==> src/rtl/regfile_access_ctrl.sv <==
// regfile_access_ctrl: multi-cycle register-file read/issue/writeback sequencer with retire counter
module regfile_access_ctrl #(
  parameter int XLEN  = 32,
  parameter int CNT_W = 16
) (
  input  logic             clk,
  input  logic             reset,
  input  logic             instr_valid,
  input  logic [31:0]      instr,
  output logic             instr_ready,
  output logic [4:0]       A1,
  output logic [4:0]       A2,
  input  logic [XLEN-1:0]  RD1,
  input  logic [XLEN-1:0]  RD2,
  output logic             op_valid,
  input  logic             op_ready,
  output logic [XLEN-1:0]  op_a,
  output logic [XLEN-1:0]  op_b,
  input  logic             res_valid,
  input  logic             res_wen,
  input  logic [XLEN-1:0]  res_data,
  output logic [4:0]       A3,
  output logic [XLEN-1:0]  WD3,
  output logic             WE3,
  output logic [CNT_W-1:0] retired
);
  typedef enum logic [2:0] {IDLE, READ, ISSUE, WAIT, WB} state_t;
  state_t            state_q, state_d;
  logic [31:0]       instr_q, instr_d;
  logic [XLEN-1:0]   op_a_q, op_a_d, op_b_q, op_b_d, wd_q, wd_d;
  logic [CNT_W-1:0]  ret_q, ret_d;
  // next-state and datapath capture for each phase of one instruction
  always_comb begin
    state_d = state_q;
    instr_d = instr_q;
    op_a_d  = op_a_q;
    op_b_d  = op_b_q;
    wd_d    = wd_q;
    ret_d   = ret_q;
    case (state_q)
      IDLE: if (instr_valid) begin
        instr_d = instr;
        state_d = READ;
      end
      READ: begin
        op_a_d  = RD1;
        op_b_d  = RD2;
        state_d = ISSUE;
      end
      ISSUE: state_d = op_ready ? WAIT : ISSUE;
      WAIT: if (res_valid) begin
        if (res_wen && instr_q[11:7] != 5'd0) begin
          wd_d    = res_data;
          state_d = WB;
        end else begin
          ret_d   = ret_q + CNT_W'(1);
          state_d = IDLE;
        end
      end
      WB: begin
        ret_d   = ret_q + CNT_W'(1);
        state_d = IDLE;
      end
      default: state_d = IDLE;
    endcase
  end
  // state registers; reset discards any in-flight instruction
  always_ff @(posedge clk or negedge reset) begin
    if (!reset) begin
      state_q <= IDLE;
      instr_q <= '0;
      op_a_q  <= '0;
      op_b_q  <= '0;
      wd_q    <= '0;
      ret_q   <= '0;
    end else begin
      state_q <= state_d;
      instr_q <= instr_d;
      op_a_q  <= op_a_d;
      op_b_q  <= op_b_d;
      wd_q    <= wd_d;
      ret_q   <= ret_d;
    end
  end
  assign instr_ready = state_q == IDLE;
  assign op_valid    = state_q == ISSUE;
  assign WE3         = state_q == WB;
  assign A1          = instr_q[19:15];
  assign A2          = instr_q[24:20];
  assign A3          = instr_q[11:7];
  assign op_a        = op_a_q;
  assign op_b        = op_b_q;
  assign WD3         = wd_q;
  assign retired     = ret_q;
endmodule

==> config.mk <==
export PLATFORM = sky130hd
export DESIGN_NAME = regfile_access_ctrl
export DESIGN_NICKNAME = d
export VERILOG_FILES = /design/src/rtl/regfile_access_ctrl.sv
export SDC_FILE = /design/constraint.sdc
export NUM_CORES = 1
export LEC_CHECK = 0
export CAP_MARGIN = 40
export CORE_MARGIN = 2
export CORE_UTILIZATION = 36
export CTS_CLUSTER_SIZE = 14
export DETAILED_ROUTE_END_ITERATION = 10
export PLACE_DENSITY = 0.79
export SYNTH_ARGS = -nofsm -noshare
export SYNTH_HDL_FRONTEND = slang
export SYNTH_SLANG_ARGS = --single-unit
==> constraint.sdc <==
create_clock -name clk -period 1.95 [get_ports clk]
set_clock_uncertainty 0.2 [all_clocks]
set_input_delay 0.585 -clock clk [delete_from_list [all_inputs] [get_ports clk]]
set_output_delay 0.585 -clock clk [all_outputs]
set_load 0.005 [all_outputs]
==> Word level (Yosys, flattened, before mapping) <==
Cells that the tools add are included.
{ "classes": {"addsub": 1, "n_mul": 0, "div_mod_pow": 0, "n_lt_le_gt_ge": 0, "n_eq_ne": 7, "n_shift": 0, "muxes": 8, "bitwise": 0, "n_reduce_logical": 8} }
{ "op_table": {"columns": ["operator", "n"], "rows": [
  ["16-bit 2-to-1 mux", 2],
  ["16-bit one-hot mux with 2 select lines", 1],
  ["16-bit by 1-bit adder with 16-bit output, second input constant", 1],
  ["3-bit one-hot mux with 4 select lines", 1],
  ["3-bit 2-to-1 mux", 3],
  ["3-bit by 2-bit == test with 1-bit output, second input constant", 2],
  ["2-bit inequality test, second input constant", 3],
  ["3-bit AND reduction", 2],
  ["5-bit nonzero test", 1],
  ["2-bit AND reduction", 2],
  ["3-bit by 1-bit == test with 1-bit output, second input constant", 1],
  ["3-bit == test, second input constant", 1],
  ["3-bit logical NOT", 1],
  ["2-bit nonzero test", 1],
  ["1-bit logical AND", 1],
  ["1-bit 2-to-1 mux", 1]
]} }
{ "word_totals": {"reg_bits": 140, "latch_bits": 0, "mem_bits_rw": 0, "rom_bits": 0, "in_bits": 134, "output_inout_bits": 130, "wordCells": 30, "memories": 0} }

==> Depth between registers and ports, before layout <==
Gate-level depths: netlist of the first run.
{ "logic_depth": {"depth_word": 5, "mapped_depth": 6, "mapped_depth_nobuf": 5} }

==> Worst setup path before layout of the first run <==
No wires, ideal clock.
{ "synth_timing": {"path_kind": "register -> register", "start": "register instr_q[7]", "end": "register wd_q[10] (netlist: WD3[10])", "arrival_time_ps": 1766, "required_time_ps": 1625, "setup_slack_ps": -140, "path_stages_with_launch": 5, "path_buffers": 1, "cell_sequence": "dfrtp_1 -> or4_4 -> o2111ai_2 -> buf_4 -> mux2_2"} }
{ "synth_via": {"elab_chain_cells": 3} }
{ "synth_lines": {"columns": ["item", "line", "rtl"], "rows": [
  ["start: declaration", "29", "logic [31:0] instr_q, instr_d;"],
  ["start signal: assignment", "78", "instr_q <= instr_d;"],
  ["5-bit nonzero test", "52", "if (res_wen && instr_q[11:7] != 5'd0) begin"],
  ["1-bit logical AND", "52", null],
  ["3-bit AND reduction (no line)", null, null],
  ["end signal: assignment", "81", "wd_q <= wd_d;"],
  ["end: declaration", "30", "logic [XLEN-1:0] op_a_q, op_a_d, op_b_q, op_b_d, wd_q, wd_d;"]
]} }
No other way between the ends.
A chain may end at the register's enable or synchronous reset.

==> Final worst setup path of the first run <==
{ "layout_timing": {"start": "register instr_q[11]", "end": "register wd_q[24] (netlist: WD3[24])"} }
Same word-level chain as after synthesis.

==> flow_summary_export.csv, run 1 <==
group,metric,value,unit
status,status,"finished, violations left",
status,failed_checks,"negative setup slack",
layout,nNetsFinal,784,
sta,setup_slack,-0.2026,ns
grt,grt_pass1_wl,22540,um
detailed_routing,detail_route.wl_per_cell,19.01,um
worst_hold_path,min_path_cells,1,
detailed_routing,antenna_left,0,
sta,slew_headroom,70.78,%
floorplanning,dieArea,15010,um2
clock_tree,cts-buffers-inserted,17,
worst_hold_path,hp-start,"WD3[31]",
floorplanning,die_y,122.5,um
clock_tree,cts_root_buf,"clkbuf_16",
power,peakVddDrop,0.0007158,V
clock_tree,clock_latency,0.41,ns
placement,dpl_cell_area,8006,um2
grt,grt-busiest-layer,"met2",
detailed_routing,viasPerCell,4.789,
grt,use_met3,7.388,%
worst_setup_path,cp_max_fo,18,
sta,finalSetupViolations,107,
placement,place_congestion,0.7518,
power,power.static_leakage,0.004596,uW
synth,syn_area_per_cell,15.80,um2
worst_setup_path,worstRegToRegCells,4,
grt,grt_pass1_vias,4443,
sta,rsz0062_at_grt,"yes",
synth,synth_cell_types,32,
floorplanning,die_width,122.5,um
grt,grt_max_degree,53,
floorplanning,initial_core_util,36.58,%
detailed_routing,drt_iter0_drc,145,
synth,ys_warn_count,0,
grt,use_met1,20.68,%
sta,max_freq,0.4646,GHz
sta,finalMaxSlewViolations,0,
floorplanning,num_rows,43,
floorplanning,core_area,13830,um2
layout,final_cell_area,9485,um2
synth,synth_cells,320,
sta,finalCriticalPeriod,2.153,ns
flow_run,maxCapViolCount,0,
synth,yosysSeqAreaShare,64.32,%
sta,tightest_slew,0.4371,ns
worst_setup_path,crit_type,"flip-flop to flip-flop",
grt,antenna_found_initial,0,
sta,hold_ws,0.2976,ns
clock_tree,clk_pin_slew,0.05,ns
layout,syn2layout_area_growth,87.56,%
grt,grt_overflow,0,
worst_setup_path,cp.required,2.04,ns
floorplanning,num_io_pins,264,
grt,grtUsageTotal,19.96,%
detailed_routing,vias,4032,
worst_setup_path,worstSetupStartpoint,"instr_q[11]",
synth,postSynthNetCount,455,
power,p_per_area,1521,nW/um2
worst_setup_path,worstSetupStartpointType,"flip-flop",
clock_tree,clockBufferDepth,2,
detailed_routing,drc,0,
detailed_routing,drt_first_pass_iters,4,
worst_setup_path,cp.arrival,2.24,ns
clock_tree,h-tree-depth,4,
layout,insertedDiodeCount,0,
sta,post-route-period-util,110.4,%
detailed_routing,wirelength,16010,um
sta,hold_viol,0,
layout,fill_cells,950,
synth,syn_area,5057,um2
worst_hold_path,min_path_type,"flip-flop to flip-flop",
worst_setup_path,r2r-start,"instr_q[11]",
clock_tree,clock-sinks,130,
layout,drive_gt1_share,38.82,%
worst_setup_path,crit_path_end_kind,"flip-flop",
placement,place_hpwl,10200,um
placement,io_buffers,246,
grt,use_met2,35.38,%
synth,synth_seq_cells,130,
clock_tree,cts_tree,"yes",
[cell usage after synthesis, drive strengths merged]
cell,n,area [um2]
dfrtp,130,3253
mux2,112,1261
buf,11,62.56
xor2,10,87.58
nand2,8,30.03
nor3,7,35.03
xnor2,5,43.79
nand4,4,25.02
nor2,4,15.01
nor3b,4,40.03
nand3,3,15.01
a21oi,2,13.76
and2,2,12.51
and3,2,12.51
clkbuf,2,7.510
nor4b,2,30.03
a21o,1,7.510
a31oi,1,6.260
and4,1,8.760
and4bb,1,12.51
ha,1,12.51
inv,1,3.750
nand2b,1,6.260
nor4,1,12.51
o2111ai,1,15.01
o211ai,1,7.510
o21ai,1,8.760
or4,1,11.26
[routing by layer]
| metal | share of wire (%) | routed length, um | vias to the layer above |
|---|---|---|---|
| met5 | 0 | 0 | - |
| li1 | - | - | 1801 |
| met3 | 6.2 | 994 | 40 |
| met2 | 54 | 8701 | 153 |
| met4 | 3.1 | 500 | 0 |
| met1 | 36 | 5813 | 2038 |
[area by class of cell]
type	instances	area, um2	share of cell area (%)
tap	180	225.2	2.374
timing repair buffer	323	3148	33.19
multi-input combinational	176	2232	23.53
inverter	1	3.754	0.03957
sequential	130	3256	34.32
clock buffer	22	464.2	4.894
clock inverter	10	156.4	1.649
[kinds of logic (layout without fill, tap and decap cells)]
logic type	count (synthesis)	after routing	share of synthesized area (%)
compound gates	7	7	1.163
mux	112	112	24.94
simple gates	41	41	5.269
buf+inv	14	356	1.460
fa+ha+maj	1	1	0.2474
xor+xnor	15	15	2.598
flops	130	130	64.32
[metrics by stage]
stage               power [uW]  utilization, %  std cells  setup TNS (ns)  setup slack [ns]
CTS                      13220           64.20        830          -7.085           -0.1928
global route             15180           68.60        842          -16.36           -0.2591
floorplan                 6623               -        320          -2.918           -0.1016
global placement         10020           57.90        767          -13.42           -0.5511
finish                   14420           68.60        842          -9.359           -0.2026
detailed placement       10240           57.90        767          -14.44           -0.6022
[worst paths after layout]
path                       slack, ns         end
max in group asynchronous       0.53  instr_q[8]
setup / recovery               -0.20     WD3[24]
hold / removal                  0.30     WD3[31]
min in group asynchronous       0.41    op_a[23]
setup reg to reg               -0.20     WD3[24]
hold reg to reg                 0.30     WD3[31]
[critical path, stage by stage, from the launching register on]
cell       delay [ns]
dfrtp_1          0.38
or4_4            0.58
o2111ai_4        0.29
buf_12           0.22
mux2_2           0.36
[registers in the layout, indices dropped and copies added, names as in the netlist]
| register | count |
|---|---|
| retired | 16 |
| instr_q | 15 |
| op_a | 32 |
| state_q | 3 |
| op_b | 32 |
| WD3 | 32 |
[cell usage in the layout (no fill, tap or decap), types with 2 or more instances in the layout]
master / instances
nand3_1: 2
xor2_1: 10
dfrtp_2: 2
buf_12: 7
mux2_2: 27
buf_6: 21
buf_4: 44
dfrtp_1: 128
xnor2_1: 3
clkbuf_8: 2
dlygate4sd2_1: 123
clkdlybuf4s50_1: 115
nor4b_4: 2
nor3b_2: 2
nor3_2: 5
nand2_1: 6
bufinv_16: 4
clkinv_2: 4
nor2_4: 2
and3_1: 2
clkbuf_1: 3
nand4_1: 4
mux2_4: 85
xnor2_2: 2
clkbuf_16: 21
buf_2: 2
buf_8: 4
nor3b_4: 2
[report_power, final]
group          internal, uW  total (uW)  leakage, uW  switching, uW
clock                  2200        3340     0.000304           1140
sequential             3960        4640      0.00157            671
combinational          4200        6450      0.00272           2250
[timing repair]
item,in CTS,in global routing
hold buffers,1,0
cloned,0,7
pin swaps,24,13
endpoints found under the hold margin,16,0
buffers inserted,33,9
resized for setup,190,115
endpoints found under the setup margin,175,114
Note: power is estimated with default switching activity, not from simulation.
==> run 2, diff against run 1 <==
Settings changed: SLEW_MARGIN from default to 20.
==> results of run 2 <==
Final layout, timing and power as in run 1 (identical DEF).
==> run 3, diff against run 2 <==
Settings changed: HOLD_SLACK_MARGIN from default to 0.1.
==> results of run 3 <==
Final layout, timing and power as in run 1 (identical DEF).
